$ cat config.mk
export PLATFORM = sky130hd
export DESIGN_NAME = fp16_class_counter
export DESIGN_NICKNAME = d
export VERILOG_FILES = /design/src/rtl/fp16_class_counter.sv
export SDC_FILE = /design/constraint.sdc
export NUM_CORES = 1
export LEC_CHECK = 0
export BUFFER_PORTS_ARGS = -buffer_cell sky130_fd_sc_hd__buf_2
export CAP_MARGIN = 20
export CORE_ASPECT_RATIO = 1.4
export CORE_MARGIN = 2
export CORE_UTILIZATION = 53
export CTS_BUF_LIST = sky130_fd_sc_hd__clkbuf_8
export DETAILED_ROUTE_END_ITERATION = 8
export GPL_ROUTABILITY_DRIVEN = 0
export PLACE_DENSITY = 0.7
export SLEW_MARGIN = 0
export SYNTH_ARGS = -nofsm -noshare
export SYNTH_HDL_FRONTEND = slang
export SYNTH_SLANG_ARGS = --single-unit
$ cat constraint.sdc
create_clock -name clk -period 3.5 [get_ports clk]
set_clock_uncertainty 0.1 [all_clocks]
set_input_delay 0 -clock clk [delete_from_list [all_inputs] [get_ports clk]]
set_output_delay 0 -clock clk [all_outputs]
set_load 0.01 [all_outputs]
$ cat src/rtl/fp16_class_counter.sv
// rtl/fp16_class_counter.sv - per-class occurrence counters for fp16 classifier flags
module fp16_class_counter #(
    parameter int CNT_W = 16,
    parameter bit SAT   = 1'b1
) (
    input  logic             clk,
    input  logic             rst_n,
    input  logic             in_valid,
    output logic             in_ready,
    input  logic [9:0]       in_class,
    input  logic             clear,
    input  logic             rd_en,
    input  logic [3:0]       rd_idx,
    output logic             rd_valid,
    output logic [CNT_W-1:0] rd_data,
    output logic             onehot_err,
    output logic             busy
);
    typedef enum logic {S_IDLE, S_CLEAR} state_t;

    localparam logic [CNT_W-1:0] ONE = {{(CNT_W-1){1'b0}}, 1'b1};

    state_t           state, state_nxt;
    logic [3:0]       sidx;
    logic [CNT_W-1:0] cnt [10];
    logic [CNT_W-1:0] total;
    logic [CNT_W-1:0] rd_mux;
    logic             accept;
    logic             is_onehot;

    function automatic logic [CNT_W-1:0] bump(input logic [CNT_W-1:0] v);
        if (SAT && (&v)) return v;
        return v + ONE;
    endfunction

    assign accept    = in_valid && in_ready;
    assign is_onehot = (in_class != 10'd0) && ((in_class & (in_class - 10'd1)) == 10'd0);

    always_ff @(posedge clk or negedge rst_n) begin
        if (!rst_n) state <= S_IDLE;
        else        state <= state_nxt;
    end

    always_comb begin
        state_nxt = state;
        case (state)
            S_IDLE:  if (clear) state_nxt = S_CLEAR;
            S_CLEAR: if (sidx == 4'd9) state_nxt = S_IDLE;
            default: state_nxt = S_IDLE;
        endcase
    end

    always_comb begin
        in_ready = (state == S_IDLE);
        busy     = (state == S_CLEAR);
    end

    // A clear on the same edge as an accepted beat takes priority; the beat is dropped.
    always_ff @(posedge clk or negedge rst_n) begin
        if (!rst_n) begin
            sidx       <= 4'd0;
            total      <= '0;
            onehot_err <= 1'b0;
            for (int i = 0; i < 10; i++) cnt[i] <= '0;
        end else if (state == S_CLEAR) begin
            for (int i = 0; i < 10; i++)
                if (sidx == 4'(i)) cnt[i] <= '0;
            sidx <= sidx + 4'd1;
        end else if (clear) begin
            sidx       <= 4'd0;
            total      <= '0;
            onehot_err <= 1'b0;
        end else if (accept) begin
            total <= bump(total);
            if (is_onehot) begin
                for (int i = 0; i < 10; i++)
                    if (in_class[i]) cnt[i] <= bump(cnt[i]);
            end else begin
                onehot_err <= 1'b1;
            end
        end
    end

    always_comb begin
        rd_mux = '0;
        if (rd_idx == 4'd10) rd_mux = total;
        for (int i = 0; i < 10; i++)
            if (rd_idx == 4'(i)) rd_mux = cnt[i];
    end

    always_ff @(posedge clk or negedge rst_n) begin
        if (!rst_n) begin
            rd_valid <= 1'b0;
            rd_data  <= '0;
        end else begin
            rd_valid <= rd_en;
            if (rd_en) rd_data <= rd_mux;
        end
    end
endmodule

==> Implementation_results.wiki, run 1 <==
{| class="wikitable"
! Metric !! Value
|-
| Outcome || finished, violations left
|-
| Failing checks || negative hold slack
|-
| Largest net degree at the start of global routing || 94
|-
| Aggregate global routing overflow || 0
|-
| Starting DRC count in detailed routing || 1,499
|-
| HPWL after detailed placement || 27,000 um
|-
| Ratio of cells with drive above 1 in the final layout || 8.82%
|-
| Initial antenna violation count || 0
|-
| Critical path launch point type || input pin
|-
| Layout overhead on the synthesized area || 8.86%
|-
| Max-cap violation count || 0
|-
| Multi-input combinational cell area || 0.00667 mm^2
|-
| Worst-path maximum fanout || 14
|-
| Clock tree from TritonCTS || built
|-
| Cell with the largest stage delay on the worst path || sky130_fd_sc_hd__a221oi_2
|-
| Pins over their slew limit || 0
|-
| Top metal layer carrying routed signals || met4
|-
| Number of distinct library cells after synthesis || 70
|-
| Sequential area share after synthesis || 41.3%
|-
| Post-Synthesis Cell Area || 0.0120 mm^2
|-
| Max rail drop VDD || 300 uV
|-
| Tightest slew margin relative to the limit || 30.9%
|-
| CTS max path bufs || 2
|-
| Yosys warns || 0
|-
| Type of destination of the critical path || register
|-
| Clock latency of the later-clocked register in the worst-skew pair || 500 ps
|-
| Starting utilization of the core area || 53.7%
|-
| Number of buffers inserted by port buffering || 38
|-
| Number of cells in the design after placement || 1,713
|-
| Post-route clock period utilization || 83.2%
|-
| Number of cell rows || 65
|-
| Setup Total Neg Slack || 0 ps
|-
| DRC viols || 0
|-
| Number of flip-flops and latches in the synthesized netlist || 199
|-
| Wire length per cell after detailed routing || 21.1 um
|-
| Leading cell types by total area after synthesis || sky130_fd_sc_hd__dfrtp_1, sky130_fd_sc_hd__nor2_1, sky130_fd_sc_hd__xnor2_1, sky130_fd_sc_hd__nand2_1, sky130_fd_sc_hd__xor2_1
|-
| Main combinational cell family by area after synthesis || simple AND/OR/NAND/NOR gates
|-
| Proportion of synthesized flip-flops having asynchronous set or reset || 100%
|-
| Number of detailed-routing iterations run before antenna repair || 8
|-
| Area fraction of the dominant cell type after synthesis || 41.3%
|-
| Antenna-violating nets left || 0
|-
| Routed wire length || 37,100 um
|-
| Routed metal-1 wire length || 14,000 um
|-
| Count of endpoints failing setup in the final report || 0
|-
| Core region area || 0.0224 mm^2
|-
| Root buf cell || sky130_fd_sc_hd__clkbuf_8
|-
| Post-Route Hold Slack || -25.1 ps
|-
| Mean number of vias per cell || 6.37
|-
| Compound-cell area share of the yosys netlist || 16.5%
|-
| Total die area || 0.0240 mm^2
|-
| Worst path cell trace || dlygate4sd3_1, buf_2, a211o_1, a221oi_2, nor2_1, a21oi_2, nand2_1, or3_1, a21oi_1
|-
| Path type of the worst min-delay path || input pin to asynchronous set/reset pin
|-
| Number of cells produced by synthesis || 1,420
|-
| Area share of fa/ha/maj cells after synthesis || 1.64%
|-
| Synthesized netlist net count || 1,454
|-
| Final cell count without fillers || 1,753
|-
| Count of boundary I/O pins || 39
|-
| Sequential cell area || 0.00498 mm^2
|-
| Wire length of the first global-routing pass || 59,600 um
|-
| Sum of met3 wire segment lengths after detailed routing || 2590 um
|-
| Wire length on met2 || 18,400 um
|-
| Main synth FF type || sky130_fd_sc_hd__dfrtp_1
|-
| Via count of the first global-routing pass || 10,700
|-
| Number of filler instances in the final layout || 2,083
|-
| Unrepaired setup endpoints after global routing || false
|-
| Floorplan die width || 131 um
|-
| Xor/xnor cell area share of the yosys netlist || 8.94%
|-
| Maximum clock frequency || 343 MHz
|-
| Simple-gate share of the synthesized area || 25.8%
|-
| Mapped Avg Cell Area || 8.48 um^2
|-
| Library cell with the largest summed area after synthesis || sky130_fd_sc_hd__dfrtp_1
|-
| Diode count || 0
|-
| Path type of the worst setup path || input pin to register
|-
| Die H || 182 um
|-
| Largest stage delay on the critical path || 700 ps
|-
| Final #Nets || 1,473
|-
| Hold violation total from the final report || 8
|-
| Mux share of post-synthesis cell area || 2.36%
|-
| Final critical path time including I/O delays and setup || 2910 ps
|-
| Leakage Power || 5.49 nW
|-
| Clock buffer count from CTS || 17
|-
| Depth of the CTS H-tree || 4
|-
| Transition time at the pin with the least slew margin || 1030 ps
|-
| Power, Total || 6.66 mW
|-
| Sinks on Clock Net || 199
|-
| Post-cts sizing count || 0
|-
| Overall Global Routing Usage || 31.7%
|-
| Number of enable-type register cells in the synthesized netlist || 0
|-
| Clock transition at path regs || 100 ps
|-
| Data arrival time of the worst path || 3240 ps
|-
| Total vias in the final route || 11,200
|-
| Crit path required time || 3820 ps
|-
| Power per cell area || 508 mW/mm^2
|}
-- cell usage after synthesis, drive strengths merged, types with 12 or more instances --
cell type	count
dfrtp	199
nor2	187
nand2	148
a21oi	93
o21ai	82
nand3	71
xnor2	67
clkbuf	65
nand4	58
xor2	56
and3	40
nor3	34
inv	27
or3	22
o22ai	18
a211oi	16
mux2i	16
nor2b	16
ha	15
buf	14
or4	13
a222oi	12
and2	12
-- layer usage --
layer	track usage (%)	up-vias
li1	-	5147
met4	17.8	0
met1	38.3	5384
met2	54.1	520
met3	5.06	121
met5	0	-
-- worst max-delay path, delay by kind of cell --
kind	cells	cell delay, ps
AO/OA/AOI/OAI	4	1710
AND/OR/NAND/NOR	3	790
buffers and inverters	2	720
-- worst paths after layout --
path,startpoint,endpoint,slack (ps),cells after the start
setup / recovery,in_class[1],cnt[73]$_DFFE_PN0P_,590,9
hold / removal,rst_n,cnt[4]$_DFFE_PN0P_,-30,2
setup reg to reg,sidx[0]$_DFFE_PN0P_,cnt[151]$_DFFE_PN0P_,710,8
hold reg to reg,rd_data[9]$_DFFE_PN0P_,rd_data[9]$_DFFE_PN0P_,390,1
max in group asynchronous,rst_n,cnt[115]$_DFFE_PN0P_,2350,3
min in group clk,in_class[4],onehot_err$_DFFE_PN0P_,110,5
-- power breakdown --
group | leakage, nW | internal, mW | switching, mW | total (mW)
Combinational | 2.55 | 0.612 | 1.11 | 1.73
Clock | 0.219 | 0.806 | 0.887 | 1.69
Sequential | 2.71 | 2.65 | 0.596 | 3.25
-- per-stage QoR --
step                setup slack, ps  cell area (um^2)  util (%)
CTS                             682             13100      58.4
floorplan                      1010             12000         -
finish                          586             13100      58.4
global route                    421             13100      58.4
detailed placement              677             12600      56.1
global placement                712             12600      56.1
-- cell usage in the layout (no fill, tap or decap), drive strengths merged, types with 6 or more instances in the layout --
master,n
or3,22
a222oi,12
a211oi,16
a221oi,11
a31oi,6
ha,15
nand2b,7
o221ai,6
nor2b,16
buf,70
o22ai,18
mux2i,16
a22oi,11
nand4,58
nor4,6
o211ai,9
a21oi,93
nor2,187
clkbuf,19
nand2,148
xor2,56
and3,40
inv,32
o21a,6
o21ai,82
or4,13
and2,12
and4,9
xnor2,67
dfrtp,199
nor3,34
mux2,11
nand3,71
dlygate4sd3,8
-- what timing repair did --
item / 4_1_cts / 5_1_grt
setup buffers: 0 / 0
hold buffers: 8 / 0
hold endpoints to repair: 130 / 0
-- cell families (layout without fill, tap and decap cells) --
| logic type | after synthesis | in the layout |
|---|---|---|
| AO/OA/AOI/OAI | 312 | 312 |
| XOR/XNOR | 123 | 123 |
| adder cells (fa/ha/maj) | 16 | 16 |
| buffers and inverters | 107 | 139 |
| flip-flops | 199 | 199 |
| multiplexers | 27 | 27 |
| AND/OR/NAND/NOR | 636 | 636 |
-- cell type report --
type                       count  area share [%]
multi-input combinational   1114            50.8
sequential                   199            38.0
timing repair buffer          79            4.11
tap                          301            2.87
clock buffer                  18            1.89
clock inverter                14            1.51
inverter                      28           0.801
-- state kept, by name (all words and copies together), names as in the netlist --
name and flops:
cnt 160, rd_data 16, total 16, sidx 4, busy 1, onehot_err 1, rd_valid 1
(Power assumes the default switching activity.)
==> run 2, diff against run 1 <==
--- a/config.mk
+++ b/config.mk
@@ -13,7 +13,7 @@
 export CTS_BUF_LIST = sky130_fd_sc_hd__clkbuf_8
 export DETAILED_ROUTE_END_ITERATION = 8
 export GPL_ROUTABILITY_DRIVEN = 0
-export PLACE_DENSITY = 0.7
+export PLACE_DENSITY = 0.72
 export SLEW_MARGIN = 0
 export SYNTH_ARGS = -nofsm -noshare
 export SYNTH_HDL_FRONTEND = slang
==> constraint.sdc (replaced) <==
create_clock -name clk -period 2.6 [get_ports clk]
set_clock_uncertainty 0.1 [all_clocks]
set_input_delay 0 -clock clk [delete_from_list [all_inputs] [get_ports clk]]
set_output_delay 0 -clock clk [all_outputs]
set_load 0.01 [all_outputs]
==> Implementation_results.wiki, run 2 (same netlist as run 1, synthesis figures left out) <==
{| class="wikitable"
! Metric !! Value
|-
| Outcome || finished clean
|-
| Net switching power || 3.57 mW (+38%)
|-
| Final #Nets || 1,535 (+4.2%)
|-
| Die H || 182 um (unchanged)
|-
| Clock buffer count from CTS || 17 (unchanged)
|-
| Antenna-violating nets left || 0 (unchanged)
|-
| Part of the total power dissipated in combinational logic || 30.1% (+4.2 points)
|-
| Register ranked first by flip-flop count || cnt
|-
| Biggest regs || cnt x160, rd_data x16, total x16
|-
| Total vias in the final route || 11,500 (+3.4%)
|-
| Floorplan die width || 131 um (unchanged)
|-
| Post-route clock period utilization || 98.2%
|-
| Critical path launch point type || register
|-
| Power per cell area || 666 mW/mm^2 (+31%)
|-
| Largest register FFs || 160 (unchanged)
|-
| Sinks on Clock Net || 199 (unchanged)
|-
| Aggregate global routing overflow || 0 (unchanged)
|-
| Reg2Reg Launch Point || sidx[0]$_DFFE_PN0P_
|-
| Max-cap violation count || 0 (unchanged)
|-
| Number of cell rows || 65 (unchanged)
|-
| Ratio of cells with drive above 1 in the final layout || 13.2% (+4.4 points)
|-
| Count of boundary I/O pins || 39 (unchanged)
|-
| Final critical path time including I/O delays and setup || 2550 ps
|-
| Layout overhead on the synthesized area || 13.5%
|-
| Tightest slew margin relative to the limit || 43.2% (+12 points)
|-
| Final cell count without fillers || 1,815 (+3.5%)
|-
| Hold violation total from the final report || 0 (-8)
|-
| Crit path required time || 2940 ps (-880 ps)
|-
| Starting DRC count in detailed routing || 1,342 (-10%)
|-
| Clock latency of the later-clocked register in the worst-skew pair || 510 ps (about the same)
|-
| Data arrival time of the worst path || 2900 ps (-340 ps)
|-
| Hold path startpoint || in_class[1]
|-
| Critical path launch point || sidx[0]$_DFFE_PN0P_
|-
| Via count of the first global-routing pass || 11,100 (+4.0%)
|-
| Routed wire length || 37,900 um (+2.2%)
|-
| Leakage Power || 5.81 nW (+6.0%)
|-
| Core region area || 0.0224 mm^2 (unchanged)
|-
| Clock transition at path regs || 110 ps (about the same)
|-
| Path type of the worst setup path || register to register
|-
| Most common cell after layout, fill and taps aside || sky130_fd_sc_hd__dfrtp_1
|-
| Part of the power in the clock network || 23.0% (-2.4 points)
|-
| Internal power || 5.54 mW (+36%)
|-
| Number of buffers inserted by port buffering || 38 (unchanged)
|-
| Number of detailed-routing iterations run before antenna repair || 8 (unchanged)
|-
| Initial antenna violation count || 0 (unchanged)
|-
| CTS max path bufs || 2 (unchanged)
|-
| DRC viols || 0 (unchanged)
|-
| Root buf cell || sky130_fd_sc_hd__clkbuf_8
|-
| Total die area || 0.0240 mm^2 (unchanged)
|-
| Path type of the worst min-delay path || input pin to register
|-
| Wire length of the first global-routing pass || 60,300 um (+1.3%)
|-
| Transition time at the pin with the least slew margin || 848 ps (-184 ps)
|-
| Switching share of power || 39.2% (+0.26 points)
|-
| Share of total power in sequential cells || 46.9% (-1.8 points)
|-
| Type of destination of the critical path || register
|-
| HPWL after detailed placement || 28,300 um (+4.8%)
|-
| Worst-path maximum fanout || 6 (-8)
|-
| Fraction of the core area covered by cells at the end of the flow || 60.9% (+2.5 points)
|-
| Mean number of vias per cell || 6.36 (-0.17%)
|-
| Wire length per cell after detailed routing || 20.9 um (-1.3%)
|-
| Commonest non-fill, non-tap cells in the layout || sky130_fd_sc_hd__dfrtp_1, sky130_fd_sc_hd__nor2_1, sky130_fd_sc_hd__nand2_1
|-
| Overall Global Routing Usage || 32.1% (+0.36 points)
|-
| Pins over their slew limit || 0 (unchanged)
|-
| Maximum clock frequency || 392 MHz
|-
| Max rail drop VDD || 406 uV (+35%)
|-
| Depth of the CTS H-tree || 4 (unchanged)
|-
| Starting utilization of the core area || 53.7% (unchanged)
|-
| Number of cells in the design after placement || 1,773 (+3.5%)
|-
| Count of endpoints failing setup in the final report || 0 (unchanged)
|-
| Largest net degree at the start of global routing || 80 (-15%)
|-
| Clock tree from TritonCTS || built
|-
| R2R Setup Slk || 50 ps (-660 ps)
|}
[run 2: critical path: stages, from the launching register on]
cell                       delay, ps
sky130_fd_sc_hd__dfrtp_2         460
sky130_fd_sc_hd__inv_1           110
sky130_fd_sc_hd__ha_2            230
sky130_fd_sc_hd__nor4bb_4        240
sky130_fd_sc_hd__buf_4           180
sky130_fd_sc_hd__a21oi_1          70
sky130_fd_sc_hd__a31o_2          240
sky130_fd_sc_hd__or3_4           410
sky130_fd_sc_hd__or3_1           320
sky130_fd_sc_hd__a21oi_1         150
[run 2: through the flow]
step / power (mW) / area (um^2) / TNS [ps] / hold slack, ps / setup WS [ps]
2_1_floorplan: 5.66 / 12000 / 0 / -396 / 113
5_1_grt: 9.57 / 13700 / -18.4 / 26.6 / -18.4
4_1_cts: 9.02 / 13600 / 0 / 6.73 / 22.9
3_5_place_dp: 6.92 / 13100 / -18.8 / -108 / -14.1
3_3_place_gp: 6.85 / 13100 / 0 / -108 / 3.67
6_report: 9.11 / 13700 / 0 / 42.3 / 46.1
[run 2: worst paths after layout]
check | to | cells after the start
worst max-delay path | cnt[151]$_DFFE_PN0P_ | 9
worst min-delay path | cnt[129]$_DFFE_PN0P_ | 5
worst max register to register | cnt[151]$_DFFE_PN0P_ | 9
worst min register to register | rd_data[9]$_DFFE_PN0P_ | 1
max in group asynchronous | cnt[64]$_DFFE_PN0P_ | 4
min in group asynchronous | cnt[11]$_DFFE_PN0P_ | 4
[run 2: what timing repair did]
item,4_1_cts,5_1_grt
endpoints found under the hold margin,233,0
resized for setup,1,14
hold buffers,9,0
setup endpoints to repair,1,44
cloned,0,0
pin swaps,0,2
setup buffers,0,1
[run 2: area by class of cell]
type	count	area, um^2
antenna	1	2.50
clock buffer	19	262
timing repair buffer	141	1070
inverter	28	105
sequential	199	4980
multi-input combinational	1114	6730
tap	301	377
clock inverter	12	141
fill	2045	8780
[run 2: power groups by stage]
| stage | Clock, mW | Sequential, mW | Combinational, mW |
|---|---|---|---|
| floorplan | 0 | 4.06 | 1.61 |
| global placement | 0 | 4.27 | 2.58 |
| detailed placement | 0 | 4.29 | 2.63 |
| CTS | 2.12 | 4.23 | 2.66 |
| global route | 2.24 | 4.34 | 3.00 |
| finish | 2.09 | 4.27 | 2.74 |
[run 2: per-layer routing]
metal / wire length (um) / vias to the layer above / global-route usage [%]
met3: 2550 / 141 / 5.56
met2: 18800 / 532 / 55.0
met4: 2420 / 0 / 19.5
li1: - / 5267 / -
met1: 14100 / 5608 / 37.5
met5: 0 / - / 0
